<file path="src/rtl/key_debouncer_pkg.sv">
//------------------------------------------------------------------------------
// key_debouncer_pkg
//   Shared clock constants, debounce defaults and helpers for the key
//   conditioning logic.
//   Revision: 1.0
//------------------------------------------------------------------------------
`default_nettype none

package key_debouncer_pkg;

    localparam int CLK_50_HZ         = 50_000_000;
    localparam int DB_MS_DEFAULT     = 10;
    // 10 ms of stable level at 50 MHz
    localparam int DB_CYCLES_DEFAULT = (CLK_50_HZ / 1000) * DB_MS_DEFAULT;

    typedef enum logic [1:0] {
        CNT_CLEAR  = 2'd0,
        CNT_STEP   = 2'd1,
        CNT_ACCEPT = 2'd2
    } cnt_action_t;

    function automatic int clog2(input int value);
        int r;
        r = 0;
        while ((longint'(1) << r) < longint'(value)) begin
            r = r + 1;
        end
        return r;
    endfunction

endpackage

`default_nettype wire

</file>
<file path="src/rtl/key_debounce_cell.sv">
//------------------------------------------------------------------------------
// key_debounce_cell
//   Single-key synchroniser, stability counter, debounced level and strobes.
//   Revision: 1.0
//------------------------------------------------------------------------------
`default_nettype none

module key_debounce_cell
    import key_debouncer_pkg::*;
#(
    parameter int DB_CYCLES = DB_CYCLES_DEFAULT
) (
    input  logic iCLK_50,
    input  logic Reset,
    input  logic iKEY_raw,
    output logic oKEY,
    output logic oPress,
    output logic oRelease
);

    localparam int                CNT_W      = clog2(DB_CYCLES + 1);
    localparam logic [CNT_W-1:0]  c_CNT_TERM = CNT_W'(DB_CYCLES - 1);
    localparam logic [CNT_W-1:0]  c_CNT_ONE  = CNT_W'(1);

    logic             r_sync1;
    logic             r_sync2;
    logic             r_key;
    logic [CNT_W-1:0] r_cnt;
    logic             r_press;
    logic             r_release;
    cnt_action_t      w_action;

    // Counter only advances while the synchronised input disagrees with the
    // accepted level; any agreement restarts the stability window.
    always_comb begin
        w_action = CNT_CLEAR;
        if (r_sync2 != r_key) begin
            if (r_cnt >= c_CNT_TERM) begin
                w_action = CNT_ACCEPT;
            end else begin
                w_action = CNT_STEP;
            end
        end
    end

    always_ff @(posedge iCLK_50 or posedge Reset) begin
        if (Reset) begin
            r_sync1   <= 1'b1;
            r_sync2   <= 1'b1;
            r_key     <= 1'b1;
            r_cnt     <= '0;
            r_press   <= 1'b0;
            r_release <= 1'b0;
        end else begin
            r_sync1   <= iKEY_raw;
            r_sync2   <= r_sync1;
            r_press   <= 1'b0;
            r_release <= 1'b0;
            case (w_action)
                CNT_STEP: begin
                    r_cnt <= r_cnt + c_CNT_ONE;
                end
                CNT_ACCEPT: begin
                    r_key     <= r_sync2;
                    r_cnt     <= '0;
                    r_press   <= ~r_sync2;
                    r_release <= r_sync2;
                end
                default: begin
                    r_cnt <= '0;
                end
            endcase
        end
    end

    assign oKEY     = r_key;
    assign oPress   = r_press;
    assign oRelease = r_release;

endmodule

`default_nettype wire

</file>
<file path="src/rtl/key_debouncer.sv">
//------------------------------------------------------------------------------
// key_debouncer
//   Debounces the push-button bank into clean active-low levels and strobes.
//   Revision: 1.0
//------------------------------------------------------------------------------
`default_nettype none

module key_debouncer
    import key_debouncer_pkg::*;
#(
    parameter int NKEYS     = 4,
    parameter int DB_CYCLES = DB_CYCLES_DEFAULT
) (
    input  logic             iCLK_50,
    input  logic             Reset,
    input  logic [NKEYS-1:0] iKEY_raw,
    output logic [NKEYS-1:0] oKEY,
    output logic [NKEYS-1:0] oPress,
    output logic [NKEYS-1:0] oRelease
);

    generate
        for (genvar g = 0; g < NKEYS; g++) begin : g_key
            key_debounce_cell #(
                .DB_CYCLES (DB_CYCLES)
            ) u_cell (
                .iCLK_50  (iCLK_50),
                .Reset    (Reset),
                .iKEY_raw (iKEY_raw[g]),
                .oKEY     (oKEY[g]),
                .oPress   (oPress[g]),
                .oRelease (oRelease[g])
            );
        end
    endgenerate

endmodule

`default_nettype wire

</file>
<file path="config.mk">
export PLATFORM = sky130hd
export DESIGN_NAME = key_debouncer
export DESIGN_NICKNAME = d
export VERILOG_FILES = /design/src/rtl/key_debouncer_pkg.sv /design/src/rtl/key_debounce_cell.sv /design/src/rtl/key_debouncer.sv
export SDC_FILE = /design/constraint.sdc
export NUM_CORES = 1
export LEC_CHECK = 0
export CORE_UTILIZATION = 25
export DETAILED_ROUTE_END_ITERATION = 16
export PLACE_DENSITY = 0.38
export SYNTH_ARGS = -nofsm -noshare
export SYNTH_HDL_FRONTEND = slang
export SYNTH_SLANG_ARGS = --single-unit
export TNS_END_PERCENT = 10
</file>
<file path="constraint.sdc">
create_clock -name iCLK_50 -period 2.7 [get_ports iCLK_50]
set_input_delay 0.405 -clock iCLK_50 [delete_from_list [all_inputs] [get_ports iCLK_50]]
set_output_delay 0.405 -clock iCLK_50 [all_outputs]
set_load 0.03 [all_outputs]
</file>
### Word level (Yosys, flattened, before mapping)

Index checks and enable logic that the tools add are counted.

| storage, ports and cells | value |
|---|---|
| register bits after elaboration | 96 |
| bits of input ports | 6 |
| output and inout bits | 12 |
| word-level logic and storage cells | 68 |

| operators by class | value |
|---|---|
| add/subtract/negate cells | 4 |
| $lt $le $gt $ge | 4 |
| equal/unequal tests | 12 |
| muxes and demuxes | 20 |
| bitwise operators | 4 |

Operator list:

| kind | number |
|---|---|
| adder 19 x 1 -> 19 bit, second input constant | 4 |
| >= comparator 19 bit, second input constant | 4 |
| two-way mux 19 bit | 4 |
| two-way mux 2 bit | 8 |
| == test 2 x 1 -> 1 bit, second input constant | 4 |
| == test 2 bit, second input constant | 4 |
| two-way mux 1 bit | 8 |
| != test 1 bit | 4 |
| inverter 1 bit | 4 |

### Depth between registers and ports, before layout

| logic depth | value |
|---|---|
| depth in word-level cells | 5 |
| mapped depth | 8 |
| mapped depth without buffers | 6 |

### Hierarchy

From an unflattened synthesis, not the netlist that was laid out.

| second synthesis, totals | value |
|---|---|
| cells, all modules | 428 |
| area total of the unflattened synthesis | 4664.5 um^2 |

By module, submodules not included:

| module | times used | cells each | area an instance (um^2) | seq. area each (um^2) |
|---|---|---|---|---|
| key_debounce_cell | 4 | 107 | 1166.1 | 604.3 |

### Worst setup path before layout

Ideal clock, no wire load.

| timing | value |
|---|---|
| path type | register to register |
| start | register g_key[1].u_cell.r_cnt[9] |
| end | register g_key[1].u_cell.r_cnt[14] |
| library setup time | 0.119 ns |
| arrival time | 2.031 ns |
| data required time | 2.581 ns |
| slack | 0.550 ns |
| stages on the path, launching flop included | 8 |
| buffers on the path | 2 |
| clock period less this slack | 2.150 ns |
| path through | dfrtp_1 -> or4_1 -> or4_1 -> a31oi_1 -> or3_1 -> buf_6 -> buf_12 -> nor2_1 |

| between the ends | value |
|---|---|
| longest elaborated chain between the ends | 5 |
| elaborated cells between the ends (all ways) | 6 |
| classes of those cells | add/sub: 1; order compare: 1; eq/ne: 1; mux: 3 |

RTL lines:

| item | line | RTL |
|---|---|---|
| start, declared | key_debounce_cell.sv:28 | `logic [CNT_W-1:0] r_cnt;` |
| start signal, assigned | key_debounce_cell.sv:61 | `r_cnt <= r_cnt + c_CNT_ONE;` |
| >= comparator 19 bit | key_debounce_cell.sv:38 | `if (r_cnt >= c_CNT_TERM) begin` |
| two-way mux 2 bit | key_debounce_cell.sv:38 |  |
| two-way mux 2 bit | key_debounce_cell.sv:37 | `if (r_sync2 != r_key) begin` |
| == test 2 x 1 -> 1 bit | key_debounce_cell.sv:59 | `case (w_action)` |
| two-way mux 19 bit (*) | key_debounce_cell.sv:59 |  |

Mark *: on every way between the ends. The rest lies on a longest branch, timed or not.
A chain may end at the register's enable or synchronous reset.

### Worst setup path after layout

| timing | value |
|---|---|
| start | register g_key[1].u_cell.r_cnt[9] |
| end | register g_key[1].u_cell.r_cnt[9] |

The elaborated chain is that of the path after synthesis.

==> summary.md <==
| Metric | Value |
|---|---|
| Clock latency on the worst-skew pair | `around 0.35 ns` |
| Vias in the first global route | `3165` |
| Layout cell share with drive strength beyond 1 | `between 10% and 20%` |
| Syn Area/Cell | `10.23 µm²` |
| Status | `finished clean` |
| CTS Sinks | `96` |
| Post-Syn Area | `4572 µm²` |
| Seq pwr share | `between 40 and 50%` |
| Initial DRC count | `140` |
| Mapped Cells | `~450` |
| Startpoint Class | `register` |
| Clock power frac | `46.8%` |
| Syn Nets | `approximately 460` |
| I/O pin count | `18` |
| I/O Buffers | `17` |
| Tightest Pin Transition | `0.6573 ns` |
| Via count | `approximately 3100` |
| ANT cells | `0` |
| Setup_tns | `0 ns` |
| FF-to-FF Start | `g_key[1].u_cell.r_cnt[9]` |
| Peak VDD IR | `0.0003803 V` |
| Period utilization | `between 80 and 90%` |
| PostCTS Resize Cnt | `0` |
| CTS buffer count | `9` |
| CP Capture Type | `register` |
| Longest Clk Path Bufs | `2` |
| Final Util | `29.62%` |
| NetSw | `0.6566 mW` |
| # nets final | `477` |
| Slew Limit Fails | `0` |
| Root Buffer Master | `clkbuf_16` |
| Full die area | `18830 µm²` |
| Worst-path clk slew | `0.07 ns` |
| Power Internal | `2.382 mW` |
| # H-tree levels | `3` |
| Comb pwr share | `3.8%` |
| Worst setup startpoint | `g_key[1].u_cell.r_cnt[9]` |
| WL final | `approximately 8900 µm` |
| EDFF count, synth | `0` |
| CP Class | `register to register` |
| Residual DRC count | `0` |
| Final Hold Viols | `0` |
| DIE HEIGHT | `137.2 µm` |
| Synth-to-Final Area Change | `16.37%` |
| Post-CTS Setup Bufs | `0` |
| Routed len/inst | `12.67 µm` |
| Row count | `49` |
| Dominant synthesized flop cell | `dfrtp_1` |
| First-pass GRT wire length | `around 16000 µm` |
| Leak pwr | `2.158 nW` |
| Core ar. | `17960 µm²` |
| Gpl congestion | `approximately 0.77` |
| Max-Cap Viols | `0` |
| Max-slew headroom | `55.78%` |
| GR Overflow Total | `0` |
| CTS tree | `done` |
| Hold path startpoint | `g_key[3].u_cell.r_sync1` |
| Initial antenna violation count | `0` |
| Clock Skews | `0.009269 ns` |
| CP Max Fanout | `19` |
| Top achievable clock speed | `442.4 MHz` |
| Die X | `137.2 µm` |
| Ys async rst share | `100.0%` |
| Largest net degree at the start of global routing | `63` |
| Final HPWL DP | `slightly below 6000 µm` |
| Final setup fails | `0` |
| Cell variety after synth | `46` |
| Yosys synthesis warning count | `0` |
| Global-route usage over all layers | `10.95%` |
| Synth Register Bits | `96` |
| Min cycle time layout | `~2.3 ns` |
| Register area share after synthesis | `52.87%` |
| RSZ-0062 raised after global routing | `no` |
| Req. time, crit path | `between 2 and 3 ns` |
| Hold buffers post-CTS | `0` |
| Post-route ant nets | `0` |
| Switch share | `21.61%` |
| First-pass DRT Iterations | `6` |
| WHS | `approximately 0.35 ns` |
| Worst hold-check path type | `register to register` |
| Pwr/cell area | `571.1 nW/µm²` |
| Vias/cell | `4.466` |
| Starting density of the core | `between 20 and 30%` |
| Arr. time, crit path | `2.49 ns` |
==> kinds of logic after synthesis <==
logic type / after synthesis / synth area share [%]
and+or+nand+nor: 222 / 23.97
muxes: 4 / 0.9852
buffers and inverters: 29 / 3.995
adders and majority gates: 4 / 1.095
AOI/OAI and AO/OA: 26 / 4.433
DFF: 96 / 52.87
xor gates and xnor gates: 66 / 12.64
==> area by class of cell <==
type / count / area (µm²)
Multi-Input combinational cell: 322 / 1972
Clock buffer: 12 / 256.5
Tap cell: 229 / 286.5
Fill cell: 1851 / 12640
Clock inverter: 4 / 76.32
Timing Repair Buffer: 26 / 262.8
Inverter: 12 / 48.80
Sequential cell: 96 / 2417
==> through the flow <==
stage / cells / power, mW / worst slack [ns] / cell area [µm²]
floorplan: 447 / 1.602 / 0.5504 / 4576
global placement: 685 / 1.646 / 0.4493 / 4987
detailed placement: 685 / 1.648 / 0.4221 / 4987
CTS: 701 / 3.111 / 0.4202 / 5320
global route: 701 / 3.186 / 0.3216 / 5320
finish: 701 / 3.038 / 0.4395 / 5320
==> power by group through the flow <==
stage	Sequential, mW	Combinational (mW)	Clock [mW]
CTS	1.50	0.120	1.49
global placement	1.53	0.118	0
floorplan	1.52	0.0806	0
global route	1.51	0.134	1.54
detailed placement	1.53	0.119	0
finish	1.50	0.115	1.42
==> cell usage after synthesis (2+ instances only) <==
library cell | n | area share, %
nor2_1 | 88 | 7.2
dfrtp_1 | 84 | 46
xnor2_1 | 36 | 6.9
xor2_1 | 30 | 5.7
nand3_1 | 28 | 3.1
nand2_1 | 26 | 2.1
nand4_1 | 19 | 2.6
buf_4 | 13 | 2.1
dfstp_2 | 12 | 6.9
inv_1 | 12 | 0.99
nor3_1 | 11 | 1.2
nor4_1 | 9 | 1.2
and3_1 | 8 | 1.1
nor3b_1 | 8 | 1.3
or2_2 | 5 | 0.68
or4_1 | 5 | 0.82
a31oi_1 | 4 | 0.55
and4_1 | 4 | 0.77
ha_1 | 4 | 1.1
mux2_2 | 4 | 0.99
o211ai_1 | 4 | 0.66
o21ai_0 | 3 | 0.33
or3_1 | 3 | 0.41
a211oi_1 | 2 | 0.33
a21o_1 | 2 | 0.33
a21oi_1 | 2 | 0.22
nor4b_1 | 2 | 0.38
==> per-layer routing <==
metal / vias to the layer above / share of wire (%) / global-route usage (%)
met4: 0 / 1.5 / 3.663
met1: 1517 / 48 / 13.95
met5: - / 0 / 0
met2: 42 / 47 / 17.40
met3: 9 / 3.6 / 3.569
li1: 1563 / - / -
==> critical path: stages (launching register included) <==
cell and delay, ns:
dfrtp_1 0.42, or4_1 0.56, or4_1 0.51, a31oi_1 0.21, or3_1 0.13, buf_4 0.23, nor2_1 0.08
==> path summary, 6_finish.rpt <==
kind | to | slack (ns) | depth (start not counted)
min in group asynchronous | g_key[2].u_cell.oPress | 0.48 | 3
max | g_key[1].u_cell.r_cnt[9] | 0.44 | 6
max reg2reg | g_key[1].u_cell.r_cnt[9] | 0.44 | 6
min | g_key[3].u_cell.r_sync2 | 0.35 | 0
min reg2reg | g_key[3].u_cell.r_sync2 | 0.35 | 0
max in group asynchronous | g_key[3].u_cell.r_sync1 | 1.84 | 3
==> state kept, by name (all words and copies together), names as in the netlist <==
register and flops:
g_key.u_cell.oKEY 4, g_key.u_cell.oPress 4, g_key.u_cell.oRelease 4, g_key.u_cell.r_cnt 76, g_key.u_cell.r_sync1 4, g_key.u_cell.r_sync2 4
==> layout by cell type (no fill, tap or decap), drive strengths merged, types with 5 or more instances in the layout <==
cell and instances:
dfstp 12, clkbuf 12, buf 9, nand4 19, inv 11, and3 8, nand3 28, xnor2 36
clkdlybuf4s50 17, nor4 9, xor2 30, nor3 11, nor2 88, dfrtp 84, nand2 26, or2 5
or4 5, nor3b 8
Note: power is estimated with default switching activity, not from simulation.
